$ cat src/rtl/pacman_irq_ctrl.sv
`timescale 1ns/1ps
`default_nettype none
// ============================================================================
// Module      : pacman_irq_ctrl
// Description : Pac-Man style interrupt controller. Latches the IM2 vector
//               and interrupt enable from CPU writes, raises a level-held
//               maskable interrupt on the vblank rising edge, presents the
//               vector during the acknowledge cycle, and runs a kickable
//               watchdog that emits a one-cycle active-low reset pulse.
// Revision    : 1.0 - initial release
// ============================================================================
module pacman_irq_ctrl #(
  parameter logic [23:0] WDOG_LIMIT = 24'd8000000,
  parameter bit          WDOG_EN    = 1'b1
) (
  input  logic        clk,
  input  logic        reset_n,
  input  logic [15:0] cpu_A,
  input  logic [7:0]  cpu_dout,
  input  logic        cpu_mreq_n,
  input  logic        cpu_iorq_n,
  input  logic        cpu_wr_n,
  input  logic        cpu_m1_n,
  input  logic        vblank,
  output logic        cpu_int_n,
  output logic        vec_valid,
  output logic [7:0]  vec_data,
  output logic        wdog_rst_n
);

  localparam logic [15:0] INT_EN_ADDR = 16'h5000;
  localparam logic [15:0] WDOG_ADDR   = 16'h50C0;
  localparam logic [7:0]  VEC_PORT    = 8'h00;

  // Raw bus strobes decoded from the active-low CPU control lines
  logic mem_wr;
  logic io_wr;
  logic inta;

  // One-cycle history of each strobe and of vblank, for edge detection
  logic mem_wr_q;
  logic io_wr_q;
  logic inta_q;
  logic vblank_q;

  // Architectural state
  logic       int_en_q,  int_en_d;
  logic [7:0] vector_q,  vector_d;
  logic       pending_q, pending_d;
  logic       cpu_int_n_q;

  // Single-cycle events
  logic mem_wr_evt;
  logic io_wr_evt;
  logic inta_evt;
  logic vblank_rise;
  logic en_wr;
  logic vec_wr;
  logic kick;

  assign mem_wr = ~cpu_mreq_n & ~cpu_wr_n;
  assign io_wr  = ~cpu_iorq_n & ~cpu_wr_n & cpu_m1_n;
  assign inta   = ~cpu_iorq_n & ~cpu_m1_n;

  // A strobe held for several cycles must act only once, so only the
  // transition from inactive to active is treated as an event.
  assign mem_wr_evt  = mem_wr & ~mem_wr_q;
  assign io_wr_evt   = io_wr  & ~io_wr_q;
  assign inta_evt    = inta   & ~inta_q;
  assign vblank_rise = vblank & ~vblank_q;

  assign en_wr  = mem_wr_evt & (cpu_A == INT_EN_ADDR);
  assign vec_wr = io_wr_evt  & (cpu_A[7:0] == VEC_PORT);
  assign kick   = mem_wr_evt & (cpu_A == WDOG_ADDR);

  // Next-state for enable, vector and pending request
  always_comb begin
    int_en_d  = int_en_q;
    vector_d  = vector_q;
    pending_d = pending_q;
    if (en_wr) begin
      int_en_d = cpu_dout[0];
    end
    if (vec_wr) begin
      vector_d = cpu_dout;
    end
    // Disabling wins outright; a new vblank edge beats a simultaneous
    // acknowledge so the second frame's request is not lost. The enable
    // used for the vblank test includes a write landing this same cycle.
    if (en_wr && !cpu_dout[0]) begin
      pending_d = 1'b0;
    end else if (vblank_rise && int_en_d) begin
      pending_d = 1'b1;
    end else if (inta_evt) begin
      pending_d = 1'b0;
    end
  end

  // Edge history, interrupt state and the registered request line
  always_ff @(posedge clk) begin
    if (!reset_n) begin
      mem_wr_q    <= 1'b0;
      io_wr_q     <= 1'b0;
      inta_q      <= 1'b0;
      vblank_q    <= 1'b0;
      int_en_q    <= 1'b0;
      vector_q    <= 8'h00;
      pending_q   <= 1'b0;
      cpu_int_n_q <= 1'b1;
    end else begin
      mem_wr_q    <= mem_wr;
      io_wr_q     <= io_wr;
      inta_q      <= inta;
      vblank_q    <= vblank;
      int_en_q    <= int_en_d;
      vector_q    <= vector_d;
      pending_q   <= pending_d;
      cpu_int_n_q <= ~pending_q;
    end
  end

  assign cpu_int_n = cpu_int_n_q;

  // The vector is only driven during the acknowledge cycle so the top-level
  // data mux can give it priority without extra qualification.
  assign vec_valid = inta;
  assign vec_data  = inta ? vector_q : 8'h00;

  generate
    if (WDOG_EN) begin : g_wdog
      localparam logic [23:0] WDOG_TERM = WDOG_LIMIT - 24'd1;

      logic [23:0] wdog_cnt_q;
      logic        wdog_rst_n_q;

      // Free-running watchdog; a kick takes precedence over expiry
      always_ff @(posedge clk) begin
        if (!reset_n) begin
          wdog_cnt_q   <= 24'd0;
          wdog_rst_n_q <= 1'b1;
        end else if (kick) begin
          wdog_cnt_q   <= 24'd0;
          wdog_rst_n_q <= 1'b1;
        end else if (wdog_cnt_q == WDOG_TERM) begin
          wdog_cnt_q   <= 24'd0;
          wdog_rst_n_q <= 1'b0;
        end else begin
          wdog_cnt_q   <= wdog_cnt_q + 24'd1;
          wdog_rst_n_q <= 1'b1;
        end
      end

      assign wdog_rst_n = wdog_rst_n_q;
    end else begin : g_no_wdog
      assign wdog_rst_n = 1'b1;
    end
  endgenerate

endmodule
`default_nettype wire

$ cat config.mk
export PLATFORM = sky130hd
export DESIGN_NAME = pacman_irq_ctrl
export DESIGN_NICKNAME = d
export VERILOG_FILES = /design/src/rtl/pacman_irq_ctrl.sv
export SDC_FILE = /design/constraint.sdc
export NUM_CORES = 1
export LEC_CHECK = 0
export BUFFER_PORTS_ARGS = -buffer_cell sky130_fd_sc_hd__buf_2
export CAP_MARGIN = 25
export CORE_MARGIN = 4
export CORE_UTILIZATION = 32
export DETAILED_ROUTE_END_ITERATION = 10
export HOLD_SLACK_MARGIN = 0.02
export SLEW_MARGIN = 25
export SYNTH_ARGS = -nofsm -noshare
export SYNTH_HDL_FRONTEND = slang
export SYNTH_SLANG_ARGS = --single-unit
$ cat constraint.sdc
create_clock -name clk -period 2.64 [get_ports clk]
set_input_delay 0 -clock clk [delete_from_list [all_inputs] [get_ports clk]]
set_output_delay 0 -clock clk [all_outputs]
set_load 0.02 [all_outputs]
==> results of run 1 <==
-- metrics by stage --
step | instance area [um^2] | total power [W] | setup WS [ns]
after floorplan | 1864 | 0.0006528 | 0.5652
after global routing | 2402 | 0.001128 | 0.2515
after detailed placement | 2151 | 0.0006859 | 0.4143
final | 2402 | 0.001077 | 0.4112
after global placement | 2151 | 0.0006854 | 0.4893
after CTS | 2402 | 0.001092 | 0.3873
-- per-layer routing --
metal	track usage	up-vias	wire [um]
li1	-	859	-
met1	0.1300	754	1822
met2	0.2102	40	1931
met3	0.03925	7	267
met4	0.04386	0	65
met5	0	-	0
-- cell type report --
| type | instances | area, um^2 | area share |
|---|---|---|---|
| sequential | 40 | 800.8 | 0.3333 |
| multi-input combinational | 149 | 1017 | 0.4234 |
| inverter | 4 | 15.01 | 0.006250 |
| timing repair buffer | 61 | 397.9 | 0.1656 |
| tap | 72 | 90.09 | 0.03750 |
| clock buffer | 5 | 68.82 | 0.02865 |
| clock inverter | 2 | 12.51 | 0.005208 |
-- worst min-delay path, delay by kind of cell --
family	cells	cell delay, ns
simple gates	2	0.11
buf+inv	1	0.10
compound gates	1	0.06
-- power breakdown --
group | internal, W | leakage [nW] | switching [W] | total [W]
registers | 0.000609 | 0.323 | 0.00000368 | 0.000613
clock network | 0.000179 | 0.0400 | 0.000208 | 0.000387
logic | 0.0000434 | 0.472 | 0.0000339 | 0.0000773
total | 0.000832 | 0.835 | 0.000245 | 0.00108
-- kinds of logic after synthesis --
kind of cell	Yosys count	share of synthesized area
and+or+nand+nor	103	0.3295
DFF	40	0.4295
buffers and inverters	11	0.02818
xor gates and xnor gates	13	0.06107
adders and majority gates	1	0.006710
AOI/OAI and AO/OA	24	0.1020
muxes	8	0.04295
-- final timing paths --
check                                             end  cells after the start  slack [ns]                 start
worst max register to register  g_wdog.wdog_cnt_q[18]                      5        0.41  g_wdog.wdog_cnt_q[0]
worst min register to register              cpu_int_n                      1        0.40             pending_q
worst max-delay path            g_wdog.wdog_cnt_q[18]                      5        0.41  g_wdog.wdog_cnt_q[0]
worst min-delay path                         int_en_q                      4        0.02              cpu_A[7]
-- synth_stat cells, drive strengths merged --
master  count
dfxtp      40
nor2       18
nor3       17
nand2      11
and2       10
a211oi      9
or4         9
xnor2       9
mux2i       8
o31ai       8
nor4        7
nand3       6
nand4       6
or3         6
o21ai       5
clkbuf      4
inv         4
xor2        4
buf         3
nor4b       3
nor3b       2
a21oi       1
and3        1
and4b       1
ha          1
nand2b      1
nand3b      1
nand4b      1
nor2b       1
o31a        1
or2         1
or4b        1
-- what timing repair did --
action	in CTS	in global routing
endpoints found under the setup margin	0	0
hold endpoints to repair	15	0
hold buffers	17	0
==> flow_metrics.tcl, run 1 <==
set metrics [dict create \
    end_kind "flip-flop" \
    final_hold_viol_count 0 \
    critPathTopFamily "simple AND/OR/NAND/NOR gates" \
    cts.path.max_buffers 2 \
    area_growth_pct 28.86 \
    cap_violations 0 \
    post_drt_wl_per_cell_um 12.27 \
    wl_mm 4.086 \
    cts.sinks 40 \
    drc 0 \
    required_ns 2.84 \
    drive_gt1_frac 0.2375 \
    cp_num_buf_inv 0 \
    worstPathCellList "ha_1 -> nand2_1 -> or4_1 -> or4_1 -> a211oi_2" \
    power.leakage_nw 0.8353 \
    slew-limit-headroom 0.5414 \
    finalCritPeriodShare 0.8442 \
    ys_warn_count 0 \
    max_flop_register "g_wdog.wdog_cnt_q" \
    synth_top_area_frac 0.4295 \
    clkTransAtPathRegs_ns 0.08 \
    synth_nets 232 \
    critical_path.startpoint_type "flip-flop" \
    fmax_mhz 448.7 \
    core_um2 5574 \
    routed_via_density 4.985 \
    slowest_stage "or4_1" \
    tns_ns 0 \
    cp_common_cell "or4_1" \
    clk_latency_ns 0.29 \
    antenna_found_initial 0 \
    final_common_cell "buf_2" \
    die_x_um 84.33 \
    start_util 0.3345 \
    power-per-cell-area_nw_per_um2 448.3 \
    cp.arrival_ns 2.43 \
    grt_pass1_wl_mm 6.948 \
    dieArea_um2 7111 \
    worst_pin_slew_ns 0.6827 \
    ios 42 \
    crit_type "flip-flop to flip-flop" \
    critPathMaxStageDelay_ns 0.65 \
    period_minus_slack_ns 2.229 \
    setup_violations 0 \
    final-max-slew-violation-count 0 \
    gr-usage-all-layers 0.1182 \
    finish.utilization 0.4310 \
    place_hpwl_mm 2.843 \
    cts_made_buffers 5 \
    fillers 571 \
    first_global_vias 1619 \
    htreeDepth 2 \
    rows 27 \
    final_cell_mix "buf_2, dfxtp_1, nor2_1" \
    grt_max_degree 26 \
    cp_max_fo 8 \
    synth_cell_types 40 \
    irDropWorstVdd_mv 0.2404 \
    stdcell_count 333 \
    tritoncts "done" \
    cts_resized 0 \
    yosysTopAreaCell "dfxtp_1" \
    portBuffers 41 \
    place.gp.congestion 0.7777 \
    largest_reg_flops 24 \
    vias 1660 \
    whs_ns 0.02389 \
    hold_path.class "primary input to flip-flop" \
    post_cts_buffers 0 \
    syn_inst 200 \
    syn_area_um2 1864 \
    root_buffer "clkbuf_8" \
    fp.dieH_um 84.33 \
    finalNetCount 293 \
    synthTopCellsByArea "dfxtp_1, nor3_1, mux2i_1, xnor2_1, nor2_1" \
    synth_area_per_cell_um2 9.321 \
    first_iter_violations 51 \
    ant_nets 0 \
    largestRegisters "g_wdog.wdog_cnt_q x24, vector_q x8" \
    diodes 0 \
    ys_seq_elements 40 \
    status "completed" \
    overflow 0 \
    fin_skew_ns 0.01097 \
    dp.cells 309 \
    rsz0062_at_grt "no" \
    firstDrtPassIters 4 \
    yosysSeqAreaShare 0.4295 \
]
Note: power is estimated with default switching activity, not from simulation.
==> run 2: changes to the inputs <==
Clock period 2.64 ns to 2.35 ns, I/O delays scaled along.
==> flow_metrics.tcl, run 2 (synthesis gave the netlist of run 1 again) <==
set metrics [dict create \
    status "completed" \
    clkTransAtPathRegs_ns 0.08 \
    cts.sinks 40 \
    critical_path.startpoint_type "flip-flop" \
    vias 1663 \
    setup_violations 0 \
    finalCritPeriodShare 0.9105 \
    antenna_found_initial 0 \
    cts_resized 0 \
    place.gp.congestion 0.7583 \
    end_kind "flip-flop" \
    hold_path.class "primary input to flip-flop" \
    p_switching_w 0.0002934 \
    rows 27 \
    fmax_mhz 467.4 \
    max_flop_register "g_wdog.wdog_cnt_q" \
    post_cts_buffers 0 \
    finalNetCount 297 \
    diodes 0 \
    whs_ns 0.1298 \
    required_ns 2.56 \
    drive_gt1_frac 0.2481 \
    first_iter_violations 48 \
    switching_share 0.2180 \
    irDropWorstVdd_mv 0.2206 \
    final_cell_mix "buf_2, dfxtp_1, nor2_1, dlygate4sd3_1, nor3_1" \
    period_minus_slack_ns 2.140 \
    power.leakage_nw 0.8652 \
    crit_start "g_wdog.wdog_cnt_q[3]" \
    htreeDepth 2 \
    rsz0062_at_grt "no" \
    clk_latency_ns 0.30 \
    pwr-share-comb 0.064 \
    fillers 535 \
    multi_input_area_um2 1017 \
    grt_pass1_wl_mm 7.017 \
    start_util 0.3345 \
    ant_nets 0 \
    cp_max_fo 10 \
    wl_mm 4.046 \
    area_growth_pct 32.42 \
    slew-limit-headroom 0.7091 \
    clock_power_share 0.424 \
    cts.path.max_buffers 2 \
    grt_max_degree 26 \
    largest_reg_flops 24 \
    gr-usage-all-layers 0.1201 \
    slowest_stage "or4_1" \
    die_x_um 84.33 \
    worst_pin_slew_ns 0.4348 \
    p_seq_frac 0.511 \
    ios 42 \
    setup_ws_ns 0.2103 \
    cp.arrival_ns 2.35 \
    worstPathCellList "nand4_4 -> or4_1 -> or4_1 -> a211oi_1" \
    p_int_w 0.001053 \
    cts_made_buffers 5 \
    largestRegisters "g_wdog.wdog_cnt_q x24, vector_q x8" \
    cp_common_cell "or4_1" \
    critPathMaxStageDelay_ns 0.64 \
    drc 0 \
    seq_area_um2 800.8 \
    overflow 0 \
    fin_skew_ns 0.005135 \
    place_ws_ns 0.2207 \
    tns_ns 0 \
    final-max-slew-violation-count 0 \
    root_buffer "clkbuf_8" \
    post_drt_wl_per_cell_um 11.97 \
    critPathTopFamily "simple AND/OR/NAND/NOR gates" \
    portBuffers 41 \
    min_from "cpu_A[7]" \
    r2r_start "g_wdog.wdog_cnt_q[3]" \
    place_hpwl_mm 2.868 \
    core_um2 5574 \
    routed_via_density 4.920 \
    dieArea_um2 7111 \
    fp.dieH_um 84.33 \
    final_hold_viol_count 0 \
    final_common_cell "buf_2" \
    cp_num_buf_inv 0 \
    cap_violations 0 \
    first_global_vias 1657 \
    tritoncts "done" \
    power-per-cell-area_nw_per_um2 545.3 \
    crit_type "flip-flop to flip-flop" \
    firstDrtPassIters 4 \
]
## run 2: worst reg2reg max path: stages, from the launching register on
cell	delay [ns]
dfxtp_1	0.45
nand4_4	0.20
or4_1	0.64
or4_1	0.50
a211oi_1	0.25
## run 2: power by group through the flow
stage	clock (W)	sequential (W)	combinational (W)
3_3_place_gp	0	0.000704	0.0000663
3_5_place_dp	0	0.000705	0.0000665
6_report	0.000571	0.000688	0.0000866
4_1_cts	0.000599	0.000689	0.0000866
5_1_grt	0.000615	0.000690	0.0000962
2_1_floorplan	0	0.000704	0.0000297
## run 2: worst paths after layout
check / endpoint / slack [ns] / cells past startpoint
setup / recovery: g_wdog.wdog_cnt_q[22] / 0.21 / 4
hold / removal: int_en_q / 0.13 / 4
setup reg to reg: g_wdog.wdog_cnt_q[22] / 0.21 / 4
hold reg to reg: cpu_int_n / 0.39 / 1
## run 2: area by class of cell
type / instances / area share
clock inverters: 3 / 0.01875
clock buffers: 5 / 0.02788
multi-input cells: 149 / 0.4121
well taps: 72 / 0.03649
flip-flops and latches: 40 / 0.3244
inverters: 4 / 0.006082
repair buffers: 65 / 0.1744
## run 2: metrics by stage
stage	instance area, um^2	utilization	instances	power [W]
floorplan	1864	-	200	0.0007333
global placement	2173	0.3899	312	0.0007706
detailed placement	2173	0.3899	312	0.0007712
CTS	2469	0.4429	338	0.001374
global route	2469	0.4429	338	0.001401
finish	2469	0.4429	338	0.001346
## run 2: metal layers
layer	global-route usage	share of wire	vias up
met1	0.1416	0.47	742
met2	0.1994	0.44	40
met4	0.04678	0.016	0
met5	0	0	-
li1	-	-	874
met3	0.04220	0.065	7
## run 2: what timing repair did
item	CTS	global route
hold buffers	18	0
hold endpoints to repair	15	0
setup endpoints to repair	0	0
